--- config.mk ---
export PLATFORM = sky130hd
export DESIGN_NAME = seq_chunk_adder_flat
export DESIGN_NICKNAME = d
export VERILOG_FILES = /design/src/rtl/seq_chunk_adder_if.sv /design/src/rtl/seq_chunk_adder.sv /design/src/flat_wrapper.sv
export SDC_FILE = /design/constraint.sdc
export NUM_CORES = 1
export LEC_CHECK = 0
export ABC_AREA = 1
export BUFFER_PORTS_ARGS = -buffer_cell sky130_fd_sc_hd__buf_2
export CAP_MARGIN = 20
export CORE_MARGIN = 8
export CORE_UTILIZATION = 50
export DETAILED_ROUTE_END_ITERATION = 10
export GPL_TIMING_DRIVEN = 1
export PLACE_DENSITY = 0.76
export SYNTH_ARGS = -nofsm -noshare
export SYNTH_HDL_FRONTEND = slang
export SYNTH_SLANG_ARGS = --single-unit
--- constraint.sdc ---
create_clock -name clk -period 2.7 [get_ports clk]
set_clock_uncertainty 0.2 [all_clocks]
set_input_delay 0.135 -clock clk [delete_from_list [all_inputs] [get_ports clk]]
set_output_delay 0.135 -clock clk [all_outputs]
set_load 0.01 [all_outputs]
--- src/rtl/seq_chunk_adder_if.sv ---
// Handshake and data bundle for seq_chunk_adder.
// The ovf signal exists only when SCA_OVF_EN is defined.
interface seq_chunk_adder_if #(
    parameter int WIDTH = 16
);
    logic             start;
    logic [WIDTH-1:0] a;
    logic [WIDTH-1:0] b;
    logic             cin;
    logic             busy;
    logic             done;
    logic [WIDTH-1:0] sum;
    logic             cout;
`ifdef SCA_OVF_EN
    logic             ovf;

    modport master (
        output start, a, b, cin,
        input  busy, done, sum, cout, ovf
    );
    modport slave (
        input  start, a, b, cin,
        output busy, done, sum, cout, ovf
    );
`else
    modport master (
        output start, a, b, cin,
        input  busy, done, sum, cout
    );
    modport slave (
        input  start, a, b, cin,
        output busy, done, sum, cout
    );
`endif
endinterface

--- src/rtl/seq_chunk_adder.sv ---
// Multi-cycle adder: CHUNK bits per clock, LSB chunk first.
// Optional signed-overflow flag enabled by SCA_OVF_EN.
module seq_chunk_adder #(
    parameter int WIDTH = 16,
    parameter int CHUNK = 4
) (
    input logic              clk,
    input logic              rst,
    seq_chunk_adder_if.slave bus
);
    localparam int NCH = WIDTH / CHUNK;
    localparam int IW  = $clog2(NCH) + 1;

    typedef enum logic [1:0] {
        IDLE,
        RUN,
        DONE
    } state_t;

    state_t           state;
    state_t           state_nx;
    logic [WIDTH-1:0] a_r;
    logic [WIDTH-1:0] b_r;
    logic [WIDTH-1:0] work;
    logic [WIDTH-1:0] work_nx;
    logic [WIDTH-1:0] sum_r;
    logic             cout_r;
    logic             carry;
    logic [IW-1:0]    idx;
    logic [CHUNK-1:0] as;
    logic [CHUNK-1:0] bs;
    logic [CHUNK:0]   t;
    logic             last;

    always_ff @(posedge clk) begin
        if (rst) state <= IDLE;
        else     state <= state_nx;
    end

    always_comb begin
        state_nx = state;
        unique case (state)
            IDLE:    if (bus.start) state_nx = RUN;
            RUN:     if (last) state_nx = DONE;
            DONE:    state_nx = IDLE;
            default: state_nx = IDLE;
        endcase
    end

    // Chunk mux and slice write-back, one chunk per RUN cycle
    always_comb begin
        as      = '0;
        bs      = '0;
        work_nx = work;
        for (int i = 0; i < NCH; i++) begin
            if (idx == IW'(i)) begin
                as = a_r[i*CHUNK +: CHUNK];
                bs = b_r[i*CHUNK +: CHUNK];
            end
        end
        t = {1'b0, as} + {1'b0, bs} + {{CHUNK{1'b0}}, carry};
        for (int i = 0; i < NCH; i++) begin
            if (idx == IW'(i)) work_nx[i*CHUNK +: CHUNK] = t[CHUNK-1:0];
        end
        last = (idx == IW'(NCH - 1));
    end

`ifdef SCA_OVF_EN
    logic ovf_r;
    logic cmsb;

    // Carry into the MSB recovered from its sum bit
    assign cmsb = a_r[WIDTH-1] ^ b_r[WIDTH-1] ^ t[CHUNK-1];

    always_ff @(posedge clk) begin
        if (rst)
            ovf_r <= 1'b0;
        else if (state == RUN && last)
            ovf_r <= cmsb ^ t[CHUNK];
    end

    assign bus.ovf = ovf_r;
`endif

    always_ff @(posedge clk) begin
        if (rst) begin
            a_r    <= '0;
            b_r    <= '0;
            work   <= '0;
            sum_r  <= '0;
            cout_r <= 1'b0;
            carry  <= 1'b0;
            idx    <= '0;
        end else begin
            unique case (state)
                IDLE: begin
                    if (bus.start) begin
                        a_r   <= bus.a;
                        b_r   <= bus.b;
                        carry <= bus.cin;
                        idx   <= '0;
                    end
                end
                RUN: begin
                    work  <= work_nx;
                    carry <= t[CHUNK];
                    idx   <= idx + IW'(1);
                    if (last) begin
                        sum_r  <= work_nx;
                        cout_r <= t[CHUNK];
                    end
                end
                default: ;
            endcase
        end
    end

    assign bus.busy = (state == RUN);
    assign bus.done = (state == DONE);
    assign bus.sum  = sum_r;
    assign bus.cout = cout_r;
endmodule

--- src/flat_wrapper.sv ---
// flat-port wrapper written by rule: the top's interface ports become plain ports
module seq_chunk_adder_flat 
#(
    parameter int WIDTH = 16,
    parameter int CHUNK = 4
)
  (clk, rst, bus_start, bus_a, bus_b, bus_cin, bus_busy, bus_done, bus_sum, bus_cout);
  seq_chunk_adder_if #(.WIDTH(WIDTH)) bus_i ();
  input logic clk;
  input logic rst;
  input wire logic [$bits(bus_i.start)-1:0] bus_start;
  input wire logic [$bits(bus_i.a)-1:0] bus_a;
  input wire logic [$bits(bus_i.b)-1:0] bus_b;
  input wire logic [$bits(bus_i.cin)-1:0] bus_cin;
  output wire logic [$bits(bus_i.busy)-1:0] bus_busy;
  output wire logic [$bits(bus_i.done)-1:0] bus_done;
  output wire logic [$bits(bus_i.sum)-1:0] bus_sum;
  output wire logic [$bits(bus_i.cout)-1:0] bus_cout;
  assign bus_i.start = bus_start;
  assign bus_i.a = bus_a;
  assign bus_i.b = bus_b;
  assign bus_i.cin = bus_cin;
  assign bus_busy = bus_i.busy;
  assign bus_done = bus_i.done;
  assign bus_sum = bus_i.sum;
  assign bus_cout = bus_i.cout;
  seq_chunk_adder #(.WIDTH(WIDTH), .CHUNK(CHUNK)) u_core (.clk(clk), .rst(rst), .bus(bus_i));
endmodule
# Word-level counts from Yosys, hierarchy flattened
# Index checks and enable logic that the tools add are counted.
# word_totals
register_bits	71
inputBits	36
out_inout_bits	19
wordCells	44
# op_classes
addsub	3
n_eq_ne	7
mux	19
reduce_logical	7
# op_table
op	n
$mux 4	12
$reduce_and 2->1	4
$eq 3x2->1 const B	2
$pmux 3 s2	1
$add 4x4->5	1
$add 5x1->5	1
$mux 2	2
$pmux 2 s2	1
$add 3x1->3 const B	1
$eq 3x1->1 const B	1
$logic_not 3->1	1
$mux 3	1
$eq 2x1->1 const B	1
$eq 2x2->1 const B	1
$logic_not 2->1	1
$ne 2x1->1 const B	1
$ne 2x2->1 const B	1
$pmux 1 s2	1
$reduce_bool 2->1	1
$mux 1	1

# Logic depth before layout (Yosys ltp)
# depth
word_depth	8
mapped_depth	18
mapped_depth_nobuf	17

# Least setup slack after synthesis
# No wires, ideal clock.
# synth_timing
path_type	reg2reg
start	register u_core.idx[0]
end	register u_core.work[1]
setup_ns	0.115
arrival_ns	2.570
setup_slack_ns	-0.186
stages_incl_launch_ff	16
n_path_buf	2
synth_period_minus_slack_ns	2.886
path_cell_list	dfxtp_1 ha_1 ha_1 buf_2 inv_2 buf_2 o21ai_0 a31oi_1 a21oi_1 fa_1 inv_1 fa_1 inv_1 o21ai_0 o21ai_0 inv_1
# synth_via
elab_chain_len	8
word_cells_on_any_way	15
# synth_lines
item	line_no	rtl
from (decl)	seq_chunk_adder.sv:29	logic [IW-1:0] idx;
from (signal assigned)	seq_chunk_adder.sv:107	idx <= idx + IW'(1);
$logic_not 3->1	seq_chunk_adder.sv:56, seq_chunk_adder.sv:63	
$mux 4 (4 in a row)	seq_chunk_adder.sv:56	if (idx == IW'(i)) begin
$add 4x4->5	seq_chunk_adder.sv:61	t = {1'b0, as} + {1'b0, bs} + {{CHUNK{1'b0}}, carry};
$add 5x1->5	seq_chunk_adder.sv:61	
$mux 4 (*)	seq_chunk_adder.sv:63	if (idx == IW'(i)) work_nx[i*CHUNK +: CHUNK] = t[CHUNK-1:0];
to (signal assigned)	seq_chunk_adder.sv:105	work <= work_nx;
to (decl)	seq_chunk_adder.sv:24	logic [WIDTH-1:0] work;
# Mark *: on every way between the ends. The rest lies on a longest branch, timed or not.
# A chain may end at the register's enable or synchronous reset.

# Final worst setup path
# layout_timing
start	register u_core.idx[1]
end	register u_core.work[5]
# layout_via
elab_chain_len	8
word_cells_on_any_way	15
# layout_lines
item	line_no
$logic_not 3->1	seq_chunk_adder.sv:56
$mux 4 (4 in a row)	seq_chunk_adder.sv:56
$add 4x4->5	seq_chunk_adder.sv:61
$add 5x1->5	seq_chunk_adder.sv:61
$mux 4 (*)	seq_chunk_adder.sv:63
# Marked as above.

==> results.cfg <==
[status]
status = complete, but fails checks
violations = setup timing

[finish]
antenna_cells = 0
multi_input_area_mm2 = 0.00154
drive_above_1_share = 0.270
syn_to_final_growth_pct = 36.0
fin_util = 0.698
register_area_mm2 = 0.00135
fillerInstances = 458
nets = 567

[setup_path]
end_kind = register
crit_buf_inv = 5
reg2reg_setup_slack_ps = -3
rr_startpoint = u_core.idx[1]
reg2reg_depth = 14
crit_path_max_incr_delay_ps = 420
worstPathArrival_ps = 2740
critPathSlowestCell = fa_1
path_cells = inv_4 -> ha_4 -> inv_4 -> nor2_4 -> nand2_2 -> a21oi_2 -> o22ai_2 -> fa_2 -> inv_2 -> fa_1 -> inv_2 -> o21ai_2 -> o21ai_1 -> inv_1
crit_family = adder cells
worstPathMaxFanout = 6
worstPathRequired_ps = 2740
worstSetupStartpointType = register
rr_endpoint = u_core.work[5]
critPathKind = reg -> reg

[placed_design]
place_hpwl_um = 5320
port_buffers = 54
pre_cts_slack_ps = -70.8
routabilityCongestion = 0.935

[power_and_ir_drop]
finalPower_mw = 2.33
leakage_nw = 1.96
peakVddDrop_uv = 314
p_per_area_mw_per_mm2 = 566

[sta]
setup_viol = 1
hold_violations = 0
finalMaxSlewViolations = 0
layout_setup_ws_ps = -2.99
slew_headroom = 0.496
max_freq_mhz = 370
worst-slew-pin-transition_ps = 755
min_period_ps = 2700
rsz0062_at_grt = yes
post-route-period-util = 1.00

[grt]
overflow = 0
antenna_found_initial = 0
grt_max_degree = 54
grt_use_total = 0.188
grt_pass1_wl_um = 13300
grt_pass1_vias = 2859

[route]
vias = 3047
routed_wl_um = 8220
routedWlPerCell_um = 13.7
highest_layer = met4
drc = 0
met3_length_um = 620
drt_iter0_markers = 147
ant_nets = 0
dr.pass1.iters = 4
dr_wl_met2_um = 4010
vias_per_cell = 5.07
met1_length_um = 3460

[die]
coreArea_mm2 = 0.00589
num_io_pins = 55
dieArea_mm2 = 0.00879
fp.dieW_um = 93.8
row_count = 28
dieHeight_um = 93.8
start_util = 0.514

[clock_tree]
clock_tree.buffer_depth = 2
root_buffer = clkbuf_8
clk_pin_slew_worst_paths_ps = 70
numClockSinks = 67
clock_latency_ps = 350
cts-htree-levels = 3
cts_made_buffers = 9
cts_tree = built

[hold_path]
hp-class = in -> reg
worstHoldEndpoint = u_core.state[0]
hold_start = bus_start
hold_depth = 4

[synthesis]
synth-xor-area-share = 0
syn_avg_cell_area_um2 = 7.23
ys_seq_area_frac = 0.444
synthMuxAreaShare = 0
postSynthCellCount = 418
synth_simple_gate_area_share = 0.255
synth_nets = 464
yosysWarnings = 0
synth_area_mm2 = 0.00302
synth_top_family_by_area = simple AND/OR/NAND/NOR gates
synth_compound_area_frac = 0.168
synth_fa_ha_area_frac = 0.0464
synth-seq-cells = 67
ys_types = 26

[run]
max_cap_viol_count = 0
-- repair_timing --
item                                    4_1_cts  5_1_grt
resized for setup                             9       42
pin swaps                                     4       15
hold buffers                                 34        0
endpoints found under the setup margin       16       23
buffers inserted                              2        6
endpoints found under the hold margin        36        0
-- report_power, final --
part / total (mW) / switching [mW] / internal (mW) / leakage [nW]
sequential: 1.09 / 0.0401 / 1.05 / 0.552
combinational: 0.498 / 0.281 / 0.217 / 1.32
clock: 0.737 / 0.355 / 0.381 / 0.0905
total: 2.33 / 0.676 / 1.65 / 1.96
-- cells in the mapped netlist (all sizes together) --
cell type	instances	area share
dfxtp	67	0.44
buf	15	0.032
fa	2	0.013
o21bai	1	0.0025
nand2	73	0.091
nand3	27	0.045
clkinv	1	0.0012
o22ai	1	0.0021
o211ai	1	0.0025
o21ai	72	0.12
ha	8	0.033
o21a	1	0.0025
or2	1	0.0021
a31oi	7	0.014
a21oi	15	0.025
nor2	84	0.12
inv	34	0.043
clkbuf	8	0.0099
-- cells in the final DEF, fill, tap and decap left out, drive strengths merged, types with 14 or more instances in the layout --
master        n
nor2         84
inv          34
a21oi        15
dlygate4sd3  34
clkbuf       14
nand2        73
nand3        27
buf          81
o21ai        72
dfxtp        67
-- sequential cells by signal (all words and copies together), names as in the netlist --
name	flops
u_core.bus.cout	1
u_core.bus.sum	16
u_core.a_r	16
u_core.work	12
u_core.carry	1
u_core.state	2
u_core.idx	3
u_core.b_r	16
-- cell families (layout without fill, tap and decap cells) --
logic type | count (synthesis) | in the layout
and+or+nand+nor | 185 | 185
AOI/OAI and AO/OA | 98 | 98
DFF | 67 | 67
buffers and inverters | 58 | 166
adders and majority gates | 10 | 10
-- through the flow --
| step | cell area (um2) | TNS, ps | hold slack, ps | instances |
|---|---|---|---|---|
| 2_1_floorplan | 3040 | -50.6 | 91.2 | 418 |
| 3_3_place_gp | 3410 | -26.1 | 184 | 543 |
| 3_5_place_dp | 3410 | -307 | 191 | 543 |
| 4_1_cts | 3960 | 0 | 164 | 595 |
| 5_1_grt | 4110 | -1150 | 232 | 601 |
| 6_report | 4110 | -2.99 | 164 | 601 |
-- routing by layer --
| layer | global-route usage | up-vias |
|---|---|---|
| li1 | - | 1563 |
| met1 | 0.221 | 1377 |
| met2 | 0.307 | 95 |
| met3 | 0.0536 | 12 |
| met4 | 0.0925 | 0 |
| met5 | 0 | - |
-- final cells by class --
| type | count | area share |
|---|---|---|
| Sequential cell | 67 | 0.328 |
| Inverter | 35 | 0.0347 |
| Tap cell | 75 | 0.0228 |
| Multi-Input combinational cell | 293 | 0.374 |
| Timing Repair Buffer | 115 | 0.198 |
| Clock inverter | 2 | 0.00244 |
| Clock buffer | 14 | 0.0396 |
-- how the worst max path moves through the flow --
stage                        from  cells after the start  slack, ps         endpoint
floorplan           u_core.idx[0]                     15        -30   u_core.work[5]
global placement    u_core.idx[0]                     16        -10     u_core.carry
detailed placement  u_core.idx[0]                     16        -70  u_core.work[10]
CTS                 u_core.idx[0]                     16         10   u_core.work[6]
global route        u_core.idx[1]                     14       -150   u_core.work[9]
finish              u_core.idx[1]                     14         -3   u_core.work[5]
-- tightest hold or removal path, cell delays in order --
cell,delay (ps)
buf_2,80
nand3_1,80
buf_4,230
a21oi_1,150
(Power assumes the default switching activity.)
